**config.mk**
```make
export PLATFORM = sky130hd
export DESIGN_NAME = viterbi_k3_decoder
export DESIGN_NICKNAME = d
export VERILOG_FILES = /design/src/rtl/viterbi_k3_decoder.sv
export SDC_FILE = /design/constraint.sdc
export NUM_CORES = 1
export LEC_CHECK = 0
export BUFFER_PORTS_ARGS = -buffer_cell sky130_fd_sc_hd__buf_2
export CORE_MARGIN = 3
export CORE_UTILIZATION = 40
export CTS_BUF_LIST = sky130_fd_sc_hd__clkbuf_4 sky130_fd_sc_hd__clkbuf_8
export CTS_CLUSTER_DIAMETER = 150
export DETAILED_ROUTE_END_ITERATION = 12
export GPL_ROUTABILITY_DRIVEN = 1
export GPL_TIMING_DRIVEN = 0
export MAX_ROUTING_LAYER = met4
export PLACE_DENSITY = 0.63
export REMOVE_ABC_BUFFERS = 1
export SLEW_MARGIN = 20
export SYNTH_ARGS = -nofsm -noshare
export SYNTH_HDL_FRONTEND = slang
export SYNTH_SLANG_ARGS = --single-unit
```
**constraint.sdc**
```tcl
create_clock -name phi1 -period 8.05 [get_ports phi1]
set_input_delay 0.4025 -clock phi1 [delete_from_list [all_inputs] [get_ports phi1]]
set_output_delay 0.4025 -clock phi1 [all_outputs]
set_load 0.05 [all_outputs]
```
**src/rtl/viterbi_k3_decoder.sv**
```systemverilog
// viterbi_k3_decoder
//   Hard-decision Viterbi decoder for the rate-1/2, K=3, (5,7) convolutional code.
//   The encoder emits y[1] = u ^ s[0], y[0] = u ^ s[1] ^ s[0] and then moves to state {u, s[1]}.
//   The decoder runs a 4-state add-compare-select each accepted symbol and keeps
//   register-exchange survivors. Each accepted symbol yields at most one decoded bit.
//
// Parameters
//   TB_DEPTH  survivor length in symbols, which is also the decode latency (4..31)
//   PM_W      saturating path-metric width per state
//
// Ports
//   phi1             clock, rising edge
//   rst_n            asynchronous active-low reset
//   sync_s1          with in_valid_s1: this symbol starts a new frame
//   in_valid_s1      y_s1 carries a symbol this cycle
//   y_s1             received symbol {y2,y1}
//   self_test_s1     use the internal PRBS/encoder source (SELF_TEST_EN builds only)
//   data_valid_s1    one-cycle pulse, decoded_bit_s1 is valid
//   decoded_bit_s1   decoded information bit
//   decisions_s1     ACS decision per state for the last accepted symbol
//   path_metrics_s1  {pm3,pm2,pm1,pm0} after normalisation
//   orig_del_bit_s1  self-test source bit aligned with decoded_bit_s1
//   fail_s1          self-test mismatch between decoded_bit_s1 and orig_del_bit_s1
//
// Build option
//   SELF_TEST_EN  adds an internal 8-bit PRBS feeding a (5,7) encoder as an
//                 alternative symbol source, plus a delayed copy of the source
//                 bits for on-chip comparison. Without it, self_test_s1 is
//                 ignored and orig_del_bit_s1/fail_s1 are tied to 0.

module viterbi_k3_decoder #(
  parameter int TB_DEPTH = 15,
  parameter int PM_W     = 4
) (
  input  logic                phi1,
  input  logic                rst_n,
  input  logic                sync_s1,
  input  logic                in_valid_s1,
  input  logic [1:0]          y_s1,
  input  logic                self_test_s1,
  output logic                data_valid_s1,
  output logic                decoded_bit_s1,
  output logic [3:0]          decisions_s1,
  output logic [4*PM_W-1:0]   path_metrics_s1,
  output logic                orig_del_bit_s1,
  output logic                fail_s1
);

  localparam int                FILL_W    = $clog2(TB_DEPTH + 1);
  localparam int                SV_W      = TB_DEPTH - 1;
  localparam logic [PM_W-1:0]   PM_MAX    = {PM_W{1'b1}};
  localparam logic [FILL_W-1:0] FILL_FULL = FILL_W'(TB_DEPTH);

  function automatic logic [1:0] branch_metric(input logic [1:0] y, input logic [1:0] e);
    logic [1:0] diff;
    diff = y ^ e;
    return {1'b0, diff[1]} + {1'b0, diff[0]};
  endfunction

  function automatic logic [PM_W-1:0] sat_add(input logic [PM_W-1:0] pm, input logic [1:0] bm);
    logic [PM_W:0] sum;
    sum = {1'b0, pm} + {{(PM_W-1){1'b0}}, bm};
    return (sum > {1'b0, PM_MAX}) ? PM_MAX : sum[PM_W-1:0];
  endfunction

  logic                      accept;
  logic [1:0]                y_eff;
  logic [1:0]                st;
  logic [3:0][PM_W-1:0]      pm_q, pm_d, pm_base, cand0, cand1, pm_new, pm_norm;
  logic [3:0][SV_W-1:0]      surv_q, surv_d, surv_base;
  logic [3:0][TB_DEPTH-1:0]  surv_full;
  logic [3:0]                dec_new;
  logic [PM_W-1:0]           pm_min;
  logic [1:0]                best;
  logic                      dec_bit;
  logic                      valid_new;
  logic [FILL_W-1:0]         fill_q, fill_d, fill_base, fill_new;
  logic                      active_q, active_d;
  logic                      data_valid_q, data_valid_d;
  logic                      decoded_bit_q, decoded_bit_d;
  logic [3:0]                decisions_q, decisions_d;
  logic [4*PM_W-1:0]         path_metrics_q, path_metrics_d;

  // Add-compare-select, normalisation and survivor exchange for one symbol.
  // A sync symbol starts from the reset metrics/survivors instead of the stored ones,
  // which discards any undelivered tail of the previous frame.
  // Symbols are only accepted once a sync has opened a frame since reset.
  always_comb begin
    accept    = in_valid_s1 & (sync_s1 | active_q);
    pm_base   = sync_s1 ? {PM_MAX, PM_MAX, PM_MAX, {PM_W{1'b0}}} : pm_q;
    surv_base = sync_s1 ? '0 : surv_q;
    fill_base = sync_s1 ? '0 : fill_q;
    st        = 2'b00;
    cand0     = '0;
    cand1     = '0;
    pm_new    = '0;
    dec_new   = '0;
    surv_full = '0;
    pm_norm   = '0;
    for (int s = 0; s < 4; s++) begin
      st = 2'(s);
      // Predecessor {st[0],d}; input bit u = st[1]; branch symbol {u^d, u^st[0]^d}.
      cand0[s] = sat_add(pm_base[{st[0], 1'b0}],
                         branch_metric(y_eff, {st[1], st[1] ^ st[0]}));
      cand1[s] = sat_add(pm_base[{st[0], 1'b1}],
                         branch_metric(y_eff, {~st[1], ~(st[1] ^ st[0])}));
      dec_new[s] = (cand1[s] < cand0[s]);
      pm_new[s]  = dec_new[s] ? cand1[s] : cand0[s];
      surv_full[s] = dec_new[s] ? {surv_base[{st[0], 1'b1}], st[1]}
                                : {surv_base[{st[0], 1'b0}], st[1]};
    end
    // Strict compare keeps the lowest index on ties.
    pm_min = pm_new[0];
    best   = 2'd0;
    for (int s = 1; s < 4; s++) begin
      if (pm_new[s] < pm_min) begin
        pm_min = pm_new[s];
        best   = 2'(s);
      end
    end
    for (int s = 0; s < 4; s++) begin
      pm_norm[s] = pm_new[s] - pm_min;
    end
    dec_bit   = surv_full[best][TB_DEPTH-1];
    fill_new  = (fill_base == FILL_FULL) ? fill_base : fill_base + FILL_W'(1);
    valid_new = accept & (fill_new == FILL_FULL);

    pm_d     = accept ? pm_norm : pm_q;
    fill_d   = accept ? fill_new : fill_q;
    active_d = active_q | (in_valid_s1 & sync_s1);
    surv_d   = surv_q;
    for (int s = 0; s < 4; s++) begin
      if (accept) begin
        surv_d[s] = surv_full[s][SV_W-1:0];
      end
    end
    data_valid_d   = valid_new;
    decoded_bit_d  = accept ? dec_bit : decoded_bit_q;
    decisions_d    = accept ? dec_new : decisions_q;
    path_metrics_d = accept ? pm_norm : path_metrics_q;
  end

  // Decoder state and registered outputs.
  always_ff @(posedge phi1 or negedge rst_n) begin
    if (!rst_n) begin
      pm_q           <= {PM_MAX, PM_MAX, PM_MAX, {PM_W{1'b0}}};
      surv_q         <= '0;
      fill_q         <= '0;
      active_q       <= 1'b0;
      data_valid_q   <= 1'b0;
      decoded_bit_q  <= 1'b0;
      decisions_q    <= '0;
      path_metrics_q <= '0;
    end else begin
      pm_q           <= pm_d;
      surv_q         <= surv_d;
      fill_q         <= fill_d;
      active_q       <= active_d;
      data_valid_q   <= data_valid_d;
      decoded_bit_q  <= decoded_bit_d;
      decisions_q    <= decisions_d;
      path_metrics_q <= path_metrics_d;
    end
  end

  assign data_valid_s1   = data_valid_q;
  assign decoded_bit_s1  = decoded_bit_q;
  assign decisions_s1    = decisions_q;
  assign path_metrics_s1 = path_metrics_q;

`ifdef SELF_TEST_EN
  logic [7:0]          prbs_q, prbs_d, prbs_base;
  logic [1:0]          enc_q, enc_d, enc_base;
  logic [SV_W-1:0]     src_q, src_d, src_base;
  logic [TB_DEPTH-1:0] src_full;
  logic                st_q, st_d, st_eff, src_bit;
  logic                orig_q, orig_d, fail_q, fail_d;

  // Internal source: PRBS bit -> (5,7) encoder, plus a source-bit delay line
  // indexed exactly like the survivors so it lines up with the decoded bit.
  always_comb begin
    prbs_base = sync_s1 ? 8'h01 : prbs_q;
    enc_base  = sync_s1 ? 2'b00 : enc_q;
    src_base  = sync_s1 ? '0 : src_q;
    st_eff    = sync_s1 ? self_test_s1 : st_q;
    src_bit   = prbs_base[7];
    src_full  = {src_base, src_bit};
    y_eff     = st_eff ? {src_bit ^ enc_base[0], src_bit ^ enc_base[1] ^ enc_base[0]} : y_s1;
    prbs_d    = accept ? {prbs_base[6:1], prbs_base[7] ^ prbs_base[0], prbs_base[7]} : prbs_q;
    enc_d     = accept ? {src_bit, enc_base[1]} : enc_q;
    src_d     = accept ? src_full[SV_W-1:0] : src_q;
    st_d      = (accept & sync_s1) ? self_test_s1 : st_q;
  end

  assign orig_d = accept ? (st_eff & src_full[TB_DEPTH-1]) : orig_q;
  assign fail_d = valid_new & st_eff & (dec_bit ^ src_full[TB_DEPTH-1]);

  // Self-test state; the mode is latched on the sync cycle and held for the frame.
  always_ff @(posedge phi1 or negedge rst_n) begin
    if (!rst_n) begin
      prbs_q <= 8'h01;
      enc_q  <= 2'b00;
      src_q  <= '0;
      st_q   <= 1'b0;
      orig_q <= 1'b0;
      fail_q <= 1'b0;
    end else begin
      prbs_q <= prbs_d;
      enc_q  <= enc_d;
      src_q  <= src_d;
      st_q   <= st_d;
      orig_q <= orig_d;
      fail_q <= fail_d;
    end
  end

  assign orig_del_bit_s1 = orig_q;
  assign fail_s1         = fail_q;
`else
  logic unused_self_test;

  assign y_eff            = y_s1;
  assign unused_self_test = self_test_s1;
  assign orig_del_bit_s1  = 1'b0;
  assign fail_s1          = 1'b0;
`endif

endmodule
```
==> results of run 1 <==
## metal layers
layer	track usage [%]	wire, µm
met1	22.7	7120
met2	29.4	7790
met3	3.99	654
met4	6.24	396
met5	-	0
## worst max-delay path: cells and delay by family (launching register included)
family | cells | cell delay, ns
AO/OA/AOI/OAI | 17 | 2.98
adder cells (fa/ha/maj) | 7 | 1.95
multiplexers | 3 | 0.80
AND/OR/NAND/NOR | 6 | 0.79
flip-flops | 1 | 0.56
buffers and inverters | 3 | 0.35
XOR/XNOR | 2 | 0.34
## registers in the layout, summed over array words and instances, names as in the netlist
| name | count |
|---|---|
| active_q | 1 |
| pm_q | 12 |
| data_valid_s1 | 1 |
| surv_q | 50 |
| fill_q | 4 |
| decisions_s1 | 4 |
| path_metrics_s1 | 16 |
| decoded_bit_s1 | 1 |
## through the flow
| step | util, % | setup slack, ns | instances |
|---|---|---|---|
| global placement | 42.9 | -1.54 | 917 |
| floorplan | - | -0.218 | 679 |
| finish | 49.4 | 0.157 | 973 |
| detailed placement | 43.8 | -1.52 | 922 |
| CTS | 46.8 | 0.00737 | 951 |
| global route | 49.4 | -0.0966 | 973 |
## area by class of cell
cell class / count / area share, %
clock buffer: 10 / 1.72
clock inverter: 5 / 0.540
inverter: 41 / 2.06
multi-input combinational: 549 / 56.0
sequential: 89 / 29.3
tap: 211 / 3.45
timing repair buffer: 68 / 6.95
## cell usage after synthesis (12+ instances only)
cell type and number:
dfstp_2 12, ha_1 58, xnor2_1 12, clkbuf_1 19, mux2i_1 60, nor2_1 61, a21oi_1 42, inv_1 41
o21ai_0 74, nand2_1 97, dfrtp_1 77, nor3_1 12
## what timing repair did
| item | CTS | global route |
|---|---|---|
| pin swaps | 9 | 34 |
| hold buffers | 0 | 0 |
| endpoints found under the hold margin | 0 | 0 |
| setup endpoints to repair | 28 | 27 |
| buffers inserted | 14 | 22 |
| resized for setup | 35 | 54 |
## cell families after synthesis
| family | after synthesis |
|---|---|
| other cells | 1 |
| simple gates | 212 |
| fa+ha+maj | 66 |
| flops | 89 |
| mux | 65 |
| xor+xnor | 21 |
| buf+inv | 77 |
| compound gates | 183 |
## worst paths after layout
| check | startpoint | end | slack [ns] |
|---|---|---|---|
| max in group asynchronous | rst_n | pm_q[4]$_DFFE_PN1P_ | 7.32 |
| worst min register to register | pm_q[5]$_DFFE_PN1P_ | pm_q[5]$_DFFE_PN1P_ | 0.46 |
| min in group phi1 | in_valid_s1 | surv_q[43]$_DFFE_PN0P_ | 0.31 |
| worst max-delay path | pm_q[13]$_DFFE_PN1P_ | path_metrics_s1[10]$_DFFE_PN0P_ | 0.16 |
| worst min-delay path | rst_n | data_valid_s1$_DFF_PN0_ | 0.03 |
| worst max register to register | pm_q[13]$_DFFE_PN1P_ | path_metrics_s1[10]$_DFFE_PN0P_ | 0.16 |
==> results.md, run 1 <==
- Row count: 45
- Relative slew slack: 34.0%
- Synth Area in Compound Gates: 18.7%
- Routed length per instance: 16.4 µm
- Crit Path Class: reg2reg
- Final number of hold-violating endpoints: 0
- Yosys warnings: 0
- Top post-synthesis cells by area: dfrtp_1, ha_1, mux2i_1
- H-tree depth: 3
- CP arrival: 8.16 ns
- Filler cells: 1,429
- Fin. max-slew vios: 0
- Largest family of logic cells by synthesized area: compound AO/OA/AOI/OAI gates
- Die area: 17,600 µm²
- Post-Route Setup TNS: 0 ns
- CP Launch Type: register
- CP required: 8.32 ns
- Clock tree root buffer cell: clkbuf_8
- IO Pins: 31
- DR vias/cell: 5.45
- Nets: 829
- Distinct cell type count after synthesis: 69
- Layout overhead on the synthesized area: 19.1%
- Initial antenna violation count: 0
- Die height: 133 µm
- Register area: 2240 µm²
- First-pass GRT wire length: 25,400 µm
- TritonCTS buffer count: 9
- Min Hold Slack: 0.0279 ns
- Post-route cell area: 7650 µm²
- Most frequent cells in the layout: nand2_1, dfrtp_1, o21ai_0
- IO buf count: 27
- Seq cells post-synth: 89
- Antenna diodes: 0
- CTS sink count: 89
- WL final: 16,000 µm
- Pin count of the biggest net entering global routing: 46
- Skew final: 0.0103 ns
- Slowest cell on crit path: dfstp_2
- Remaining DRCs: 0
- Initial core utilization: 41.5%
- Top cell type's share of synthesized area: 30.0%
- Max Fclk: 0.127 GHz
- Final Cycle Share: 98.1%
- Clock latency on the worst-skew pair: 0.38 ns
- Register area share after synthesis: 34.9%
- Adder-cell share of the synthesized area: 13.5%
- CTS tree: built
- GRT overflow: 0
- Post-placement cell area: 6790 µm²
- Vias in the first global route: 5,159
- Routed Antenna Nets: 0
- Via count: 5,301
- EDFF count, synth: 0
- Post-Synth XOR/XNOR Area: 2.86%
- Fin crit period: 7.89 ns
- Hpwl dp: 11,200 µm
- Die width: 133 µm
- R2r worst-path depth: 38
- Worst Setup End Kind: register
- Outcome: finished, final reports clean
- GPL Wtd Cong: 0.882
- Area occupied by multi-input gates: 4280 µm²
- Synth area leader: dfrtp_1
- GRT Total Usage: 18.2%
- Clock Pin Slew Worst Setup and Hold Paths: 0.08 ns
- Mux cell area share after synthesis: 10.3%
- Post-synthesis instance total: 714
- Most common cell after layout, fill and taps aside: nand2_1
- Synth Area in Simple Gates: 14.5%
- Slew at the pin closest to its max-slew limit: 0.990 ns
- MaxCap Viol Count: 0
- FFs w/ async S/R, synth: 100%
- Crit path top cell by count: ha_4
- Crit-path max FO: 6
- Netlist Area Pre-Place: 6420 µm²
- Most used DFF post-synth: dfrtp_1
- Final setup vio count: 0
- Hold WC Path Type: in2async
- CORE AREA: 15,500 µm²
- Clk buf depth: 2
- Share of cells above drive strength 1: 25.1%
- TritonRoute pass-1 iters: 5
- Initial DRC count: 200
- Synthesized area per cell: 9.00 µm²
- Critical path's largest stage delay: 0.56 ns
Power of run 1 is left out: the tool's default activity adds up to more than one toggle a clock period on the data nets, which glitch-free logic cannot reach.
==> run 2: changes to the inputs <==
- RECOVER_POWER: unset -> 25
==> run 2 against run 1 <==
Against the previous run:
- hold slack better by 0.28 ns
- the run now ends with max-capacitance violations, max-slew violations left
- count of clock-buffer cells in the layout stayed put
- cell count stayed put
- first-iteration DRC count is 12% higher
- highest routed layer unchanged
==> results.md, run 2 (synthesized netlist as in run 1, its figures left out) <==
- Largest register FFs: 50
- Relative slew slack: -65.7%
- Initial antenna violation count: 0
- Initial core utilization: 41.5%
- GRT overflow: 0
- Clk buf depth: 2
- First-pass GRT wire length: 25,400 µm
- Fin crit period: 7.89 ns
- CORE AREA: 15,500 µm²
- Slew at the pin closest to its max-slew limit: 2.48 ns
- Clock latency on the worst-skew pair: 0.39 ns
- IO buf count: 27
- Most common cell after layout, fill and taps aside: nand2_1
- Final number of hold-violating endpoints: 0
- Vias in the first global route: 5,159
- Slowest cell on crit path: dfstp_2
- Worst Hold Depth: 2
- Crit path top cell by count: ha_4
- Hpwl dp: 11,200 µm
- GRT Total Usage: 18.2%
- H-tree depth: 3
- Outcome: finished with violations
- Via count: 5,300
- Row count: 45
- Initial DRC count: 224
- Routed Antenna Nets: 0
- GPL Wtd Cong: 0.882
- CP required: 8.32 ns
- Crit Reg-Reg Endpoint: path_metrics_s1[10]$_DFFE_PN0P_
- Clock tree root buffer cell: clkbuf_8
- Pin count of the biggest net entering global routing: 46
- Final Cycle Share: 98.1%
- Final core occ: 49.2%
- Layout overhead on the synthesized area: 18.7%
- Hold WC Path Type: in2reg
- Clock Pin Slew Worst Setup and Hold Paths: 0.08 ns
- CP Launch Type: register
- FF-to-FF Start: pm_q[13]$_DFFE_PN1P_
- Fin. max-slew vios: 92
- Die height: 133 µm
- R2r worst-path depth: 38
- TritonRoute pass-1 iters: 5
- Hold path start: in_valid_s1
- Nets: 829
- Crit Path Class: reg2reg
- Critical path's largest stage delay: 0.56 ns
- Post-CTS Hold Buffers: 0
- Crit-path max FO: 6
- WHS Endpoint: surv_q[43]$_DFFE_PN0P_
- Reg with most FFs: surv_q
- Die width: 133 µm
- CTS tree: built
- TritonCTS buffer count: 9
- Register area: 2240 µm²
- Filler cells: 1,433
- Final setup vio count: 0
- Most frequent cells in the layout: nand2_1, dfrtp_1, o21ai_0
- CTS sink count: 89
- Worst Setup End Kind: register
- CP arrival: 8.16 ns
- Remaining DRCs: 0
- IO Pins: 31
- Routed length per instance: 16.4 µm
- WL final: 16,000 µm
- Violated checks: max-capacitance violations, max-slew violations
- Antenna diodes: 0
- Die area: 17,600 µm²
- Max Fclk: 0.127 GHz
- Skew final: 0.0105 ns
- Share of cells above drive strength 1: 24.8%
- Area occupied by multi-input gates: 4280 µm²
- DR vias/cell: 5.45
- MaxCap Viol Count: 2
- R2R Setup Slk: 0.16 ns
[run 2: changes by cell type in the layout (fill, tap and decap cells not counted), sizes merged]
| cell | change |
|---|---|
| buf | -2 |
| clkbuf | +2 |
[run 2: how the worst max path moves through the flow]
| stage | slack, ns | endpoint | cells past startpoint | from |
|---|---|---|---|---|
| after floorplan | -0.22 | path_metrics_s1[7]$_DFFE_PN0P_ | 36 | y_s1[0] |
| after global placement | -1.54 | path_metrics_s1[7]$_DFFE_PN0P_ | 37 | sync_s1 |
| after detailed placement | -1.52 | path_metrics_s1[15]$_DFFE_PN0P_ | 38 | sync_s1 |
| after CTS | 0.007 | path_metrics_s1[15]$_DFFE_PN0P_ | 39 | pm_q[12]$_DFFE_PN1P_ |
| after global routing | -0.1 | path_metrics_s1[10]$_DFFE_PN0P_ | 39 | pm_q[13]$_DFFE_PN1P_ |
| final | 0.16 | path_metrics_s1[10]$_DFFE_PN0P_ | 38 | pm_q[13]$_DFFE_PN1P_ |
[run 2: worst max-delay path: cells and delay by family, from the launching register on]
family                     cells  cell delay, ns
AOI/OAI and AO/OA             17            2.98
adders and majority gates      7            1.95
xor gates and xnor gates       2            0.34
muxes                          3            0.80
buffers and inverters          3            0.35
and+or+nand+nor                6            0.79
DFF                            1            0.56
[run 2: what timing repair did]
item / CTS / global route
buffers inserted: 14 / 22
setup endpoints to repair: 28 / 27
pin swaps: 9 / 34
resized for setup: 35 / 54
[run 2: final cells by class]
cell class	count	share of cell area [%]
multi-input cells	549	56.2
flip-flops and latches	89	29.4
repair buffers	68	6.61
well taps	211	3.46
inverters	41	2.07
clock buffers	10	1.72
clock inverters	5	0.542
[run 2: metrics by stage]
step	instances	setup TNS [ns]	setup slack, ns	hold slack, ns	area, µm²
6_report	973	0	0.157	0.304	7620
5_1_grt	973	-0.850	-0.0966	0.300	7620
4_1_cts	951	0	0.00737	0.0351	7250
3_5_place_dp	922	-34.32	-1.52	0.448	6790
3_3_place_gp	917	-31.09	-1.54	0.449	6650
2_1_floorplan	679	-1.05	-0.218	0.107	6250
[run 2: per-layer routing]
layer  vias up  GRT usage (%)  part of all wire, %
li1       2554              -                    -
met1      2595           22.7                   44
met2       112           29.4                   49
met3        39           3.99                  4.1
met4         0           6.24                  2.4
met5         -              -                    0
Power of run 2 is left out for the same reason.
